===== src/rtl/block_fetch_ctrl_pkg.sv =====
// Shared constants and types for the block fetch controller: counter geometry,
// default burst length and the FSM state encoding.
package block_fetch_ctrl_pkg;

  localparam logic [15:0] BLK_STRIDE     = 16'h0200;
  localparam logic [15:0] BLK_RESET_BASE = 16'h0300;
  localparam int          BURST_LEN_DEF  = 8;
  localparam int          IDX_W          = 10;  // word index, wide enough for 0..511

  localparam logic [2:0] ST_IDLE = 3'd0;
  localparam logic [2:0] ST_REQ  = 3'd1;
  localparam logic [2:0] ST_WAIT = 3'd2;
  localparam logic [2:0] ST_OUT  = 3'd3;
  localparam logic [2:0] ST_ADV  = 3'd4;

  typedef enum logic [2:0] {
    S_IDLE = ST_IDLE,
    S_REQ  = ST_REQ,
    S_WAIT = ST_WAIT,
    S_OUT  = ST_OUT,
    S_ADV  = ST_ADV
  } state_e;

endpackage


===== src/rtl/block_fetch_ctrl_if.sv =====
// Memory read port (req/gnt/rvalid) and output stream (valid/ready) of the
// block fetch controller; master is the controller, slave is memory plus sink.
interface block_fetch_ctrl_if #(
  parameter int ADDR_W = 16,
  parameter int DATA_W = 16
);

  logic              mem_req;
  logic [ADDR_W-1:0] mem_addr;
  logic              mem_gnt;
  logic              mem_rvalid;
  logic [DATA_W-1:0] mem_rdata;

  logic              out_valid;
  logic [DATA_W-1:0] out_data;
  logic              out_last;
  logic              out_ready;

  modport master (
    output mem_req, mem_addr,
    input  mem_gnt, mem_rvalid, mem_rdata,
    output out_valid, out_data, out_last,
    input  out_ready
  );

  modport slave (
    input  mem_req, mem_addr,
    output mem_gnt, mem_rvalid, mem_rdata,
    input  out_valid, out_data, out_last,
    output out_ready
  );

endinterface


===== src/rtl/block_fetch_ctrl_addr_gen.sv =====
// Read address generator: base + word index truncated to ADDR_W, with the
// carry-out reported so the controller can flag a wrap past the top of memory.
module fetch_addr_gen
  import block_fetch_ctrl_pkg::*;
#(
  parameter int ADDR_W  = 16,
  parameter int IDX_WID = IDX_W
) (
  input  logic [ADDR_W-1:0]  base_i,
  input  logic [IDX_WID-1:0] idx_i,
  output logic [ADDR_W-1:0]  addr_o,
  output logic               carry_o
);

  logic [ADDR_W:0] sum;

  always_comb begin
    sum     = {1'b0, base_i} + {{(ADDR_W + 1 - IDX_WID){1'b0}}, idx_i};
    addr_o  = sum[ADDR_W-1:0];
    carry_o = sum[ADDR_W];
  end

endmodule


===== src/rtl/block_fetch_ctrl.sv =====
// Fetches one block of BURST_LEN words starting at the counter's base, streams
// them out one at a time, then pulses count_en to advance the block counter.
module block_fetch_ctrl
  import block_fetch_ctrl_pkg::*;
#(
  parameter int ADDR_W    = 16,
  parameter int DATA_W    = 16,
  parameter int BURST_LEN = BURST_LEN_DEF
) (
  input  logic              CLK,
  input  logic              RESET,
  input  logic              START,
  input  logic [ADDR_W-1:0] base_addr,
  block_fetch_ctrl_if.master bus,
  output logic              count_en,
  output logic              busy,
  output logic              err_wrap
);

  localparam logic [IDX_W-1:0] LAST_IDX = IDX_W'(BURST_LEN - 1);

  state_e            state_q;
  logic [ADDR_W-1:0] base_q;
  logic [IDX_W-1:0]  idx_q;
  logic              mem_req_q;
  logic [ADDR_W-1:0] mem_addr_q;
  logic              out_valid_q;
  logic [DATA_W-1:0] out_data_q;
  logic              out_last_q;
  logic              count_en_q;
  logic              err_wrap_q;

  logic [ADDR_W-1:0] gen_base_d;
  logic [IDX_W-1:0]  idx_d;
  logic [ADDR_W-1:0] mem_addr_d;
  logic              wrap_d;

  // The next request is either word 0 of a new block or the following word.
  // NOTE: every always_comb output gets a default first, so no path can infer a latch.
  always_comb begin
    gen_base_d = base_q;
    idx_d      = idx_q + IDX_W'(1);
    if (state_q == S_IDLE) begin
      gen_base_d = base_addr;
      idx_d      = '0;
    end
  end

  fetch_addr_gen #(
    .ADDR_W  (ADDR_W),
    .IDX_WID (IDX_W)
  ) u_addr_gen (
    .base_i  (gen_base_d),
    .idx_i   (idx_d),
    .addr_o  (mem_addr_d),
    .carry_o (wrap_d)
  );

  // NOTE: reset is sampled on the clock edge and wins over every other input;
  // all state uses non-blocking assignments so each register sees pre-edge values.
  always_ff @(posedge CLK) begin
    if (!RESET) begin
      state_q     <= S_IDLE;
      base_q      <= '0;
      idx_q       <= '0;
      mem_req_q   <= 1'b0;
      mem_addr_q  <= '0;
      out_valid_q <= 1'b0;
      out_data_q  <= '0;
      out_last_q  <= 1'b0;
      count_en_q  <= 1'b0;
      err_wrap_q  <= 1'b0;
    end else begin
      count_en_q <= 1'b0;
      case (state_q)
        S_IDLE: begin
          if (START) begin
            base_q     <= base_addr;
            idx_q      <= idx_d;
            err_wrap_q <= 1'b0;
            mem_req_q  <= 1'b1;
            mem_addr_q <= mem_addr_d;
            state_q    <= S_REQ;
          end
        end
        S_REQ: begin
          if (bus.mem_gnt) begin
            mem_req_q <= 1'b0;
            state_q   <= S_WAIT;
          end
        end
        S_WAIT: begin
          if (bus.mem_rvalid) begin
            out_valid_q <= 1'b1;
            out_data_q  <= bus.mem_rdata;
            out_last_q  <= (idx_q == LAST_IDX);
            state_q     <= S_OUT;
          end
        end
        S_OUT: begin
          if (bus.out_ready) begin
            out_valid_q <= 1'b0;
            out_last_q  <= 1'b0;
            if (idx_q == LAST_IDX) begin
              count_en_q <= 1'b1;
              state_q    <= S_ADV;
            end else begin
              idx_q      <= idx_d;
              mem_req_q  <= 1'b1;
              mem_addr_q <= mem_addr_d;
              // Sticky: once the block crosses the top of memory it stays flagged.
              if (wrap_d) err_wrap_q <= 1'b1;
              state_q    <= S_REQ;
            end
          end
        end
        S_ADV:   state_q <= S_IDLE;
        default: state_q <= S_IDLE;
      endcase
    end
  end

  assign bus.mem_req   = mem_req_q;
  assign bus.mem_addr  = mem_addr_q;
  assign bus.out_valid = out_valid_q;
  assign bus.out_data  = out_data_q;
  assign bus.out_last  = out_last_q;
  assign count_en      = count_en_q;
  assign err_wrap      = err_wrap_q;
  assign busy          = (state_q != S_IDLE);

endmodule


===== src/flat_wrapper.sv =====
// flat-port wrapper written by rule: the top's interface ports become plain ports
module block_fetch_ctrl_flat import block_fetch_ctrl_pkg::*;
#(
  parameter int ADDR_W    = 16,
  parameter int DATA_W    = 16,
  parameter int BURST_LEN = BURST_LEN_DEF
)
  (CLK, RESET, START, base_addr, count_en, busy, err_wrap, bus_mem_req, bus_mem_addr, bus_mem_gnt, bus_mem_rvalid, bus_mem_rdata, bus_out_valid, bus_out_data, bus_out_last, bus_out_ready);
  block_fetch_ctrl_if #(.ADDR_W(ADDR_W), .DATA_W(DATA_W)) bus_i ();
  input  logic CLK;
  input  logic RESET;
  input  logic START;
  input  logic [ADDR_W-1:0] base_addr;
  output logic count_en;
  output logic busy;
  output logic err_wrap;
  output wire logic [$bits(bus_i.mem_req)-1:0] bus_mem_req;
  output wire logic [$bits(bus_i.mem_addr)-1:0] bus_mem_addr;
  input wire logic [$bits(bus_i.mem_gnt)-1:0] bus_mem_gnt;
  input wire logic [$bits(bus_i.mem_rvalid)-1:0] bus_mem_rvalid;
  input wire logic [$bits(bus_i.mem_rdata)-1:0] bus_mem_rdata;
  output wire logic [$bits(bus_i.out_valid)-1:0] bus_out_valid;
  output wire logic [$bits(bus_i.out_data)-1:0] bus_out_data;
  output wire logic [$bits(bus_i.out_last)-1:0] bus_out_last;
  input wire logic [$bits(bus_i.out_ready)-1:0] bus_out_ready;
  assign bus_mem_req = bus_i.mem_req;
  assign bus_mem_addr = bus_i.mem_addr;
  assign bus_i.mem_gnt = bus_mem_gnt;
  assign bus_i.mem_rvalid = bus_mem_rvalid;
  assign bus_i.mem_rdata = bus_mem_rdata;
  assign bus_out_valid = bus_i.out_valid;
  assign bus_out_data = bus_i.out_data;
  assign bus_out_last = bus_i.out_last;
  assign bus_i.out_ready = bus_out_ready;
  block_fetch_ctrl #(.ADDR_W(ADDR_W), .DATA_W(DATA_W), .BURST_LEN(BURST_LEN)) u_core (.CLK(CLK), .RESET(RESET), .START(START), .base_addr(base_addr), .bus(bus_i), .count_en(count_en), .busy(busy), .err_wrap(err_wrap));
endmodule

===== config.mk =====
export PLATFORM = sky130hd
export DESIGN_NAME = block_fetch_ctrl_flat
export DESIGN_NICKNAME = d
export VERILOG_FILES = /design/src/rtl/block_fetch_ctrl_pkg.sv /design/src/rtl/block_fetch_ctrl_if.sv /design/src/rtl/block_fetch_ctrl_addr_gen.sv /design/src/rtl/block_fetch_ctrl.sv /design/src/flat_wrapper.sv
export SDC_FILE = /design/constraint.sdc
export NUM_CORES = 1
export LEC_CHECK = 0
export ABC_AREA = 1
export CAP_MARGIN = 30
export CORE_MARGIN = 4
export CORE_UTILIZATION = 40
export DETAILED_ROUTE_END_ITERATION = 6
export DONT_BUFFER_PORTS = 1
export GPL_TIMING_DRIVEN = 0
export SLEW_MARGIN = 20
export SYNTH_ARGS = -nofsm -noshare
export SYNTH_HDL_FRONTEND = slang
export SYNTH_SLANG_ARGS = --single-unit

===== constraint.sdc =====
create_clock -name CLK -period 2.6 [get_ports CLK]
set_input_delay 0.52 -clock CLK [delete_from_list [all_inputs] [get_ports CLK]]
set_output_delay 0.52 -clock CLK [all_outputs]
set_load 0.01 [all_outputs]

==> results of run 1 <==
cell type report:
class / count / area (um2)
buffer: 22 / 160
clock buffer: 9 / 124
clock inverter: 7 / 83.8
fill: 899 / 4360
inverter: 59 / 231
multi-input combinational: 360 / 2020
sequential: 66 / 1330
tap: 108 / 135
timing repair buffer: 23 / 185
per-layer routing:
| metal | wire length [um] | vias up |
|---|---|---|
| met3 | 685 | 10 |
| met4 | 146 | 0 |
| met5 | 0 | - |
| met1 | 4380 | 1548 |
| met2 | 4750 | 76 |
| li1 | - | 1729 |
sequential cells by signal (all words and copies together), names as in the netlist:
| signal | count |
|---|---|
| u_core.base_q | 16 |
| u_core.bus.mem_addr | 16 |
| u_core.bus.mem_req | 1 |
| u_core.bus.out_data | 16 |
| u_core.bus.out_last | 1 |
| u_core.bus.out_valid | 1 |
| u_core.count_en | 1 |
| u_core.err_wrap | 1 |
| u_core.idx_q | 10 |
| u_core.state_q | 3 |
final timing paths:
kind / endpoint / slack (ps)
setup / recovery: u_core.bus.mem_addr[12] / 100
hold / removal: u_core.bus.out_data[4] / 300
setup reg to reg: u_core.bus.mem_addr[12] / 100
hold reg to reg: u_core.base_q[7] / 460
cell usage in the layout, fill, tap and decap left out, drive strengths merged:
| cell type | n |
|---|---|
| clkbuf | 18 |
| nand2 | 119 |
| fa | 1 |
| o211ai | 2 |
| nor3 | 7 |
| nand3b | 2 |
| inv | 61 |
| o21bai | 3 |
| nand3 | 32 |
| a31oi | 1 |
| dfxtp | 66 |
| bufinv | 1 |
| nand4 | 5 |
| xor2 | 4 |
| clkinvlp | 1 |
| a21oi | 57 |
| nor2 | 55 |
| o21ai | 47 |
| clkinv | 3 |
| xnor2 | 3 |
| a21boi | 1 |
| ha | 11 |
| a211oi | 10 |
| buf | 36 |
kinds of logic (layout without fill, tap and decap cells):
family / after synthesis / after routing / synth area share [%]
xor gates and xnor gates: 7 / 7 / 1.74
AOI/OAI and AO/OA: 121 / 121 / 18.7
buffers and inverters: 81 / 120 / 10.2
and+or+nand+nor: 220 / 220 / 27.5
adders and majority gates: 12 / 12 / 4.46
DFF: 66 / 66 / 37.4
worst register-to-register path, stage by stage, from the launching register on:
cell,delay [ps]
sky130_fd_sc_hd__dfxtp_4,370
sky130_fd_sc_hd__nor2_4,130
sky130_fd_sc_hd__nand2_4,80
sky130_fd_sc_hd__inv_6,80
sky130_fd_sc_hd__buf_12,120
sky130_fd_sc_hd__buf_8,120
sky130_fd_sc_hd__nand2_1,60
sky130_fd_sc_hd__o21ai_2,60
sky130_fd_sc_hd__ha_2,230
sky130_fd_sc_hd__inv_2,60
sky130_fd_sc_hd__fa_2,400
sky130_fd_sc_hd__nand3b_1,220
sky130_fd_sc_hd__nand3_2,120
sky130_fd_sc_hd__nand2_1,80
sky130_fd_sc_hd__inv_1,70
sky130_fd_sc_hd__nor2_1,40
sky130_fd_sc_hd__nor2_1,100
sky130_fd_sc_hd__nor2_1,50
per-stage QoR:
step                      cell area, um2  TNS [ps]  hold WS, ps  utilization, %
after floorplan                     3530         0          430               -
after global placement              3670     -2840          441            42.5
after CTS                           4000         0          290            46.3
final                               4270         0          302            49.5
after global routing                4270      -221          292            49.5
after detailed placement            3670     -2890          447            42.5
power by group through the flow:
stage          clock network (uW)  registers [uW]  logic [uW]
2_1_floorplan                   0            1460        1690
3_3_place_gp                    0            1500        2160
3_5_place_dp                    0            1500        2180
4_1_cts                       939            1490        2330
5_1_grt                       987            1530        2990
6_report                      923            1500        2670
what timing repair did:
action,CTS,global route
setup buffers,6,17
pin swaps,5,20
endpoints found under the setup margin,12,11
resized for setup,22,45
==> PnR_summary.wiki, run 1 <==
{| class="wikitable"
! Metric !! Value
|-
| Run status || complete, no violations
|-
| Gp weighted congestion || 0.867
|-
| Number of standard cells after synthesis || 507
|-
| Number of top-level pins || 76
|-
| Clock tree from TritonCTS || done
|-
| Critical path origin || u_core.state_q[0]
|-
| Number of hold buffers added after cts || 0
|-
| Met2 routing resource usage after global routing || 31.4%
|-
| Gate power share || 52.4%
|-
| Detailed placement HPWL || 7280 um
|-
| Residual antenna-violating net count after detailed routing || 0
|-
| Maximum number of pins on one net before global-route repair || 15
|-
| FF-to-FF Start || u_core.state_q[0]
|-
| Clock Latency Late Sink || 350 ps
|-
| Root buf cell || sky130_fd_sc_hd__clkbuf_8
|-
| Antenna diodes || 0
|-
| Stages on worst setup path || 17
|-
| Cell with the largest stage delay on the worst path || sky130_fd_sc_hd__fa_2
|-
| Primary flip-flop cell chosen by synthesis mapping || sky130_fd_sc_hd__dfxtp_1
|-
| Most frequent cells after synthesis || sky130_fd_sc_hd__nand2_1, sky130_fd_sc_hd__dfxtp_1, sky130_fd_sc_hd__a21oi_1, sky130_fd_sc_hd__nor2_1, sky130_fd_sc_hd__inv_1
|-
| Max rail drop VDD || 0.541 mV
|-
| Effective utilization at floorplan || 40.9%
|-
| Vias post-DR || 3363
|-
| Top area cells in the synthesized netlist || sky130_fd_sc_hd__dfxtp_1, sky130_fd_sc_hd__nand2_1, sky130_fd_sc_hd__a21oi_1
|-
| Worst Hold Depth || 2
|-
| Die area || 0.0104 mm2
|-
| Count of final max-slew check failures || 0
|-
| Pwr/cell area || 1190 mW/mm2
|-
| Data arrival time of the worst path || 2740 ps
|-
| Static Leakage || 0.00182 uW
|-
| Standard-cell row count || 34
|-
| Total wire length after detailed routing || 9960 um
|-
| Maximum level of the CTS H-tree || 3
|-
| Proportion of power drawn by the clock network || 18.1%
|-
| Switch Pwr || 2280 uW
|-
| Top cell type's share of synthesized area || 37.4%
|-
| Tcrit/Tclk final || 96.1%
|-
| Async set-or-reset flop fraction in the synthesized netlist || 0%
|-
| Via count of the first global-routing pass || 3233
|-
| Critical path's top delay family || simple AND/OR/NAND/NOR gates
|-
| Ordered list of cells on the worst path || nor2_4, nand2_4, inv_6, buf_12, buf_8, nand2_1, o21ai_2, ha_2, inv_2, fa_2, nand3b_1, nand3_2, nand2_1, inv_1, nor2_1, nor2_1, nor2_1
|-
| Global-route usage over all layers || 19.4%
|-
| CTS sink cnt || 66
|-
| Layout net count || 591
|-
| Placement Setup Slack || -414 ps
|-
| Hold violation total from the final report || 0
|-
| Cell depth of the worst flop-to-flop path || 17
|-
| Core box area || 0.00864 mm2
|-
| Total standard cell area after synthesis || 0.00353 mm2
|-
| Maximum capacitance violations || 0
|-
| Worst Hold Class || input port to flip-flop
|-
| Signed area change from the synthesized netlist to the final layout || 21.0%
|-
| Min-delay src || bus_mem_rdata[4]
|-
| RSZ-0062 raised after global routing || yes
|-
| Final number of setup-violating endpoints || 0
|-
| Flop and latch count out of synthesis || 66
|-
| Drt first pass iters || 4
|-
| Required time of the critical path || 2850 ps
|-
| Dominant cell by count in the synthesized netlist || sky130_fd_sc_hd__nand2_1
|-
| Post-synth top area cell || sky130_fd_sc_hd__dfxtp_1
|-
| Transition time at the pin with the least slew margin || 620 ps
|-
| Total placed cells including tap cells || 615
|-
| Global-route wire length before repair || 15900 um
|-
| Antenna violations before repair || 0
|-
| Reg clk slew, reported paths || 90 ps
|-
| Busiest layer in global routing || met2
|-
| Crit path top cell by count || sky130_fd_sc_hd__nor2_1
|-
| Buffers plus inverters on the worst setup path || 5
|-
| Sw frac || 44.8%
|-
| Die X-Extent || 102 um
|-
| Number of remaining DRC errors || 0
|-
| Final cell count without fillers || 654
|-
| CTS buffer count || 9
|-
| Max frequency || 400 MHz
|-
| Met3 demand-to-capacity share in global routing || 5.87%
|-
| Remaining global-route overflow || 0
|-
| Number of input and output port buffers inserted || 0
|-
| Sequential group share of total power || 29.4%
|-
| Synth Area per Inst || 6.97 um2
|-
| Post-detailed-route wirelength per cell || 15.2 um
|-
| Longest Clk Path Bufs || 2
|-
| Normalized max-slew margin || 58.7%
|-
| Via-per-instance ratio || 5.14
|-
| Synth warnings || 0
|-
| Fraction of final layout cells with drive strength greater than 1 || 22.2%
|-
| Synth Net Count || 557
|-
| Number of DRC violations after detailed-routing iteration 0 || 95
|-
| Register area share after synthesis || 37.4%
|-
| Die boundary height || 102 um
|-
| Clock Skews || 13.6 ps
|-
| Internal power consumption || 2810 uW
|-
| Final Total Pwr || 5090 uW
|-
| Minimum period implied by the final worst setup slack || 2500 ps
|-
| Distinct cell type count after synthesis || 36
|-
| Sort of element at the start of the critical path || flip-flop
|-
| Setup crit end kind || flip-flop
|-
| Delay of the slowest cell on the worst path || 400 ps
|-
| Met1 layer usage reported by global route || 25.5%
|-
| Highest net fanout along the worst path || 9
|-
| Number of enable-type register cells in the synthesized netlist || 0
|-
| Final worst slack || 102 ps
|-
| WS Path Type || flip-flop to flip-flop
|}
Note: power is estimated with default switching activity, not from simulation.
==> inputs of run 2 (changes only) <==
--- a/config.mk
+++ b/config.mk
@@ -6,12 +6,14 @@
 export NUM_CORES = 1
 export LEC_CHECK = 0
 export ABC_AREA = 1
+export ABC_CLOCK_PERIOD_IN_PS = 2600
 export CAP_MARGIN = 30
 export CORE_MARGIN = 4
 export CORE_UTILIZATION = 40
+export CTS_CLUSTER_DIAMETER = 80
 export DETAILED_ROUTE_END_ITERATION = 6
-export DONT_BUFFER_PORTS = 1
 export GPL_TIMING_DRIVEN = 0
+export PLACE_DENSITY = 0.68
 export SLEW_MARGIN = 20
 export SYNTH_ARGS = -nofsm -noshare
 export SYNTH_HDL_FRONTEND = slang
==> run 2 against run 1 <==
Sequential cell count is the same. Utilization rose by 8.1 points. Worst hold slack improved by 160 ps. Sequential share of layout area fell by 4.4 points. First-iteration DRC count grew 130%. Critical path depth up 1. Count of clock-buffer cells in the layout is the same. Wire length is 6.2% higher. Setup slack improved by 38 ps. Critical endpoint is now u_core.bus.mem_addr[13]. Cell count grew 10%.
==> PnR_summary.wiki, run 2 (synthesis gave the netlist of run 1 again) <==
{| class="wikitable"
! Metric !! Value
|-
| Setup TNS || 0 ps
|-
| Via count of the first global-routing pass || 3408
|-
| Delay of the slowest cell on the worst path || 370 ps
|-
| Final number of setup-violating endpoints || 0
|-
| Register area || 0.00133 mm2
|-
| Clock Skews || 9.05 ps
|-
| Minimum period implied by the final worst setup slack || 2460 ps
|-
| Post-Route Utilization || 57.6%
|-
| Clock tree from TritonCTS || done
|-
| Most frequent cells in the layout || sky130_fd_sc_hd__nand2_1, sky130_fd_sc_hd__clkdlybuf4s50_1, sky130_fd_sc_hd__dfxtp_1
|-
| Root buf cell || sky130_fd_sc_hd__clkbuf_8
|-
| Number of top-level pins || 76
|-
| Number of hold buffers added after cts || 0
|-
| Maximum capacitance violations || 0
|-
| Highest net fanout along the worst path || 5
|-
| Max rail drop VDD || 0.460 mV
|-
| Number of fill cells || 815
|-
| CTS buffer count || 9
|-
| Sort of element at the start of the critical path || flip-flop
|-
| Global-route usage over all layers || 20.0%
|-
| Crit path top cell by count || sky130_fd_sc_hd__nand2_1
|-
| Layout net count || 657
|-
| Global-route wire length before repair || 16400 um
|-
| Post-place instance area || 0.00440 mm2
|-
| Via-per-instance ratio || 5.18
|-
| Fraction of final layout cells with drive strength greater than 1 || 18.1%
|-
| Setup crit end kind || flip-flop
|-
| Core box area || 0.00864 mm2
|-
| Fin area || 0.00497 mm2
|-
| Final cell count without fillers || 720
|-
| Critical path's top delay family || simple AND/OR/NAND/NOR gates
|-
| Required time of the critical path || 2860 ps
|-
| Worst Hold Class || flip-flop to flip-flop
|-
| Static Leakage || 0.00205 uW
|-
| Clock Latency Late Sink || 360 ps
|-
| Normalized max-slew margin || 58.5%
|-
| Ordered list of cells on the worst path || ha_1, nand2_1, inv_2, buf_4, buf_4, nand2_1, a21oi_2, ha_4, nand2_1, nand2_1, a21oi_1, nand2_2, nand2_1, nand2_4, nand3_1, nand3_1, nand2_1, inv_1
|-
| Antenna violations before repair || 0
|-
| Total wire length after detailed routing || 10600 um
|-
| Commonest non-fill, non-tap cell in the layout || sky130_fd_sc_hd__nand2_1
|-
| Number of input and output port buffers inserted || 73
|-
| Count of final max-slew check failures || 0
|-
| Cell with the largest stage delay on the worst path || sky130_fd_sc_hd__dfxtp_2
|-
| Die X-Extent || 102 um
|-
| Area of the multi-input gates || 0.00204 mm2
|-
| Antenna diodes || 0
|-
| Effective utilization at floorplan || 40.9%
|-
| Tcrit/Tclk final || 94.6%
|-
| Detailed placement HPWL || 7480 um
|-
| Max frequency || 406 MHz
|-
| Number of DRC violations after detailed-routing iteration 0 || 215
|-
| Reg clk slew, reported paths || 80 ps
|-
| WS Path Type || flip-flop to flip-flop
|-
| Die area || 0.0104 mm2
|-
| Hold violation total from the final report || 0
|-
| Remaining global-route overflow || 0
|-
| Number of remaining DRC errors || 0
|-
| CTS sink cnt || 66
|-
| Pwr/cell area || 1080 mW/mm2
|-
| Buffers plus inverters on the worst setup path || 4
|-
| Signed area change from the synthesized netlist to the final layout || 40.7%
|-
| Drt first pass iters || 5
|-
| Total placed cells including tap cells || 688
|-
| Worst hold slack || 463 ps
|-
| Run status || complete, no violations
|-
| Standard-cell row count || 34
|-
| Die boundary height || 102 um
|-
| Maximum number of pins on one net before global-route repair || 14
|-
| Vias post-DR || 3729
|-
| Post-detailed-route wirelength per cell || 14.7 um
|-
| Transition time at the pin with the least slew margin || 618 ps
|-
| Residual antenna-violating net count after detailed routing || 0
|-
| Maximum level of the CTS H-tree || 3
|-
| Gp weighted congestion || 0.900
|-
| Data arrival time of the worst path || 2720 ps
|-
| Longest Clk Path Bufs || 2
|}
## run 2: cell types whose count changed in the layout (fill, tap and decap cells not counted), moves of 2 or more
| cell | delta |
|---|---|
| sky130_fd_sc_hd__clkdlybuf4s50_1 | +73 |
| sky130_fd_sc_hd__nand2_2 | -2 |
| sky130_fd_sc_hd__nand3_2 | -2 |
| sky130_fd_sc_hd__buf_4 | -6 |
| sky130_fd_sc_hd__o21ai_2 | -2 |
| sky130_fd_sc_hd__ha_4 | +2 |
| sky130_fd_sc_hd__o21ai_0 | +3 |
| sky130_fd_sc_hd__buf_12 | -2 |
## run 2: power breakdown
| part | leakage [uW] | internal (uW) | total (uW) | switching (uW) |
|---|---|---|---|---|
| clock network | 0.000110 | 548 | 1000 | 456 |
| logic | 0.00140 | 1220 | 2930 | 1710 |
| registers | 0.000545 | 1280 | 1430 | 155 |
## run 2: stage by stage
stage | total power, uW | worst slack, ps
floorplan | 3150 | 95.1
detailed placement | 3960 | -371
global placement | 3910 | -301
finish | 5370 | 140
CTS | 5060 | 10.5
global route | 5750 | -36.5
## run 2: timing repair
action,in CTS,in global routing
endpoints found under the setup margin,12,12
pin swaps,3,13
buffers inserted,2,14
gates resized for setup,18,43
## run 2: path summary, 6_finish.rpt
check                           slack [ps]               start  cells past startpoint                      end
worst max-delay path                   140     u_core.idx_q[0]                     18  u_core.bus.mem_addr[13]
worst min-delay path                   460  u_core.bus.mem_req                      2       u_core.bus.mem_req
worst max register to register         140     u_core.idx_q[0]                     18  u_core.bus.mem_addr[13]
worst min register to register         460  u_core.bus.mem_req                      2       u_core.bus.mem_req
## run 2: layout make-up
class	instances	share of cell area [%]
clock buffer	9	2.49
tap	108	2.72
multi-input combinational	360	41.1
inverter	59	4.66
sequential	66	26.8
buffer	22	3.07
timing repair buffer	89	17.1
clock inverter	7	2.06
## run 2: worst register-to-register path: cells and delay by family, from the launching register on
family	cells	cell delay (ps)
and+or+nand+nor	10	810
buffers and inverters	4	330
AOI/OAI and AO/OA	2	420
DFF	1	370
adders and majority gates	2	440
## run 2: layer usage
layer	global-route usage [%]	vias up	share of wire, %
met3	6.28	19	7.5
li1	-	1861	-
met5	0	-	0
met4	5.45	0	1.5
met1	24.4	1719	42
met2	34.0	130	49
==> inputs of run 3 (changes only) <==
--- a/config.mk
+++ b/config.mk
@@ -11,6 +11,7 @@
 export CORE_MARGIN = 4
 export CORE_UTILIZATION = 40
 export CTS_CLUSTER_DIAMETER = 80
+export CTS_CLUSTER_SIZE = 40
 export DETAILED_ROUTE_END_ITERATION = 6
 export GPL_TIMING_DRIVEN = 0
 export PLACE_DENSITY = 0.68
==> results of run 3 <==
The final DEF is identical to that of run 2; final timing and power are the same.
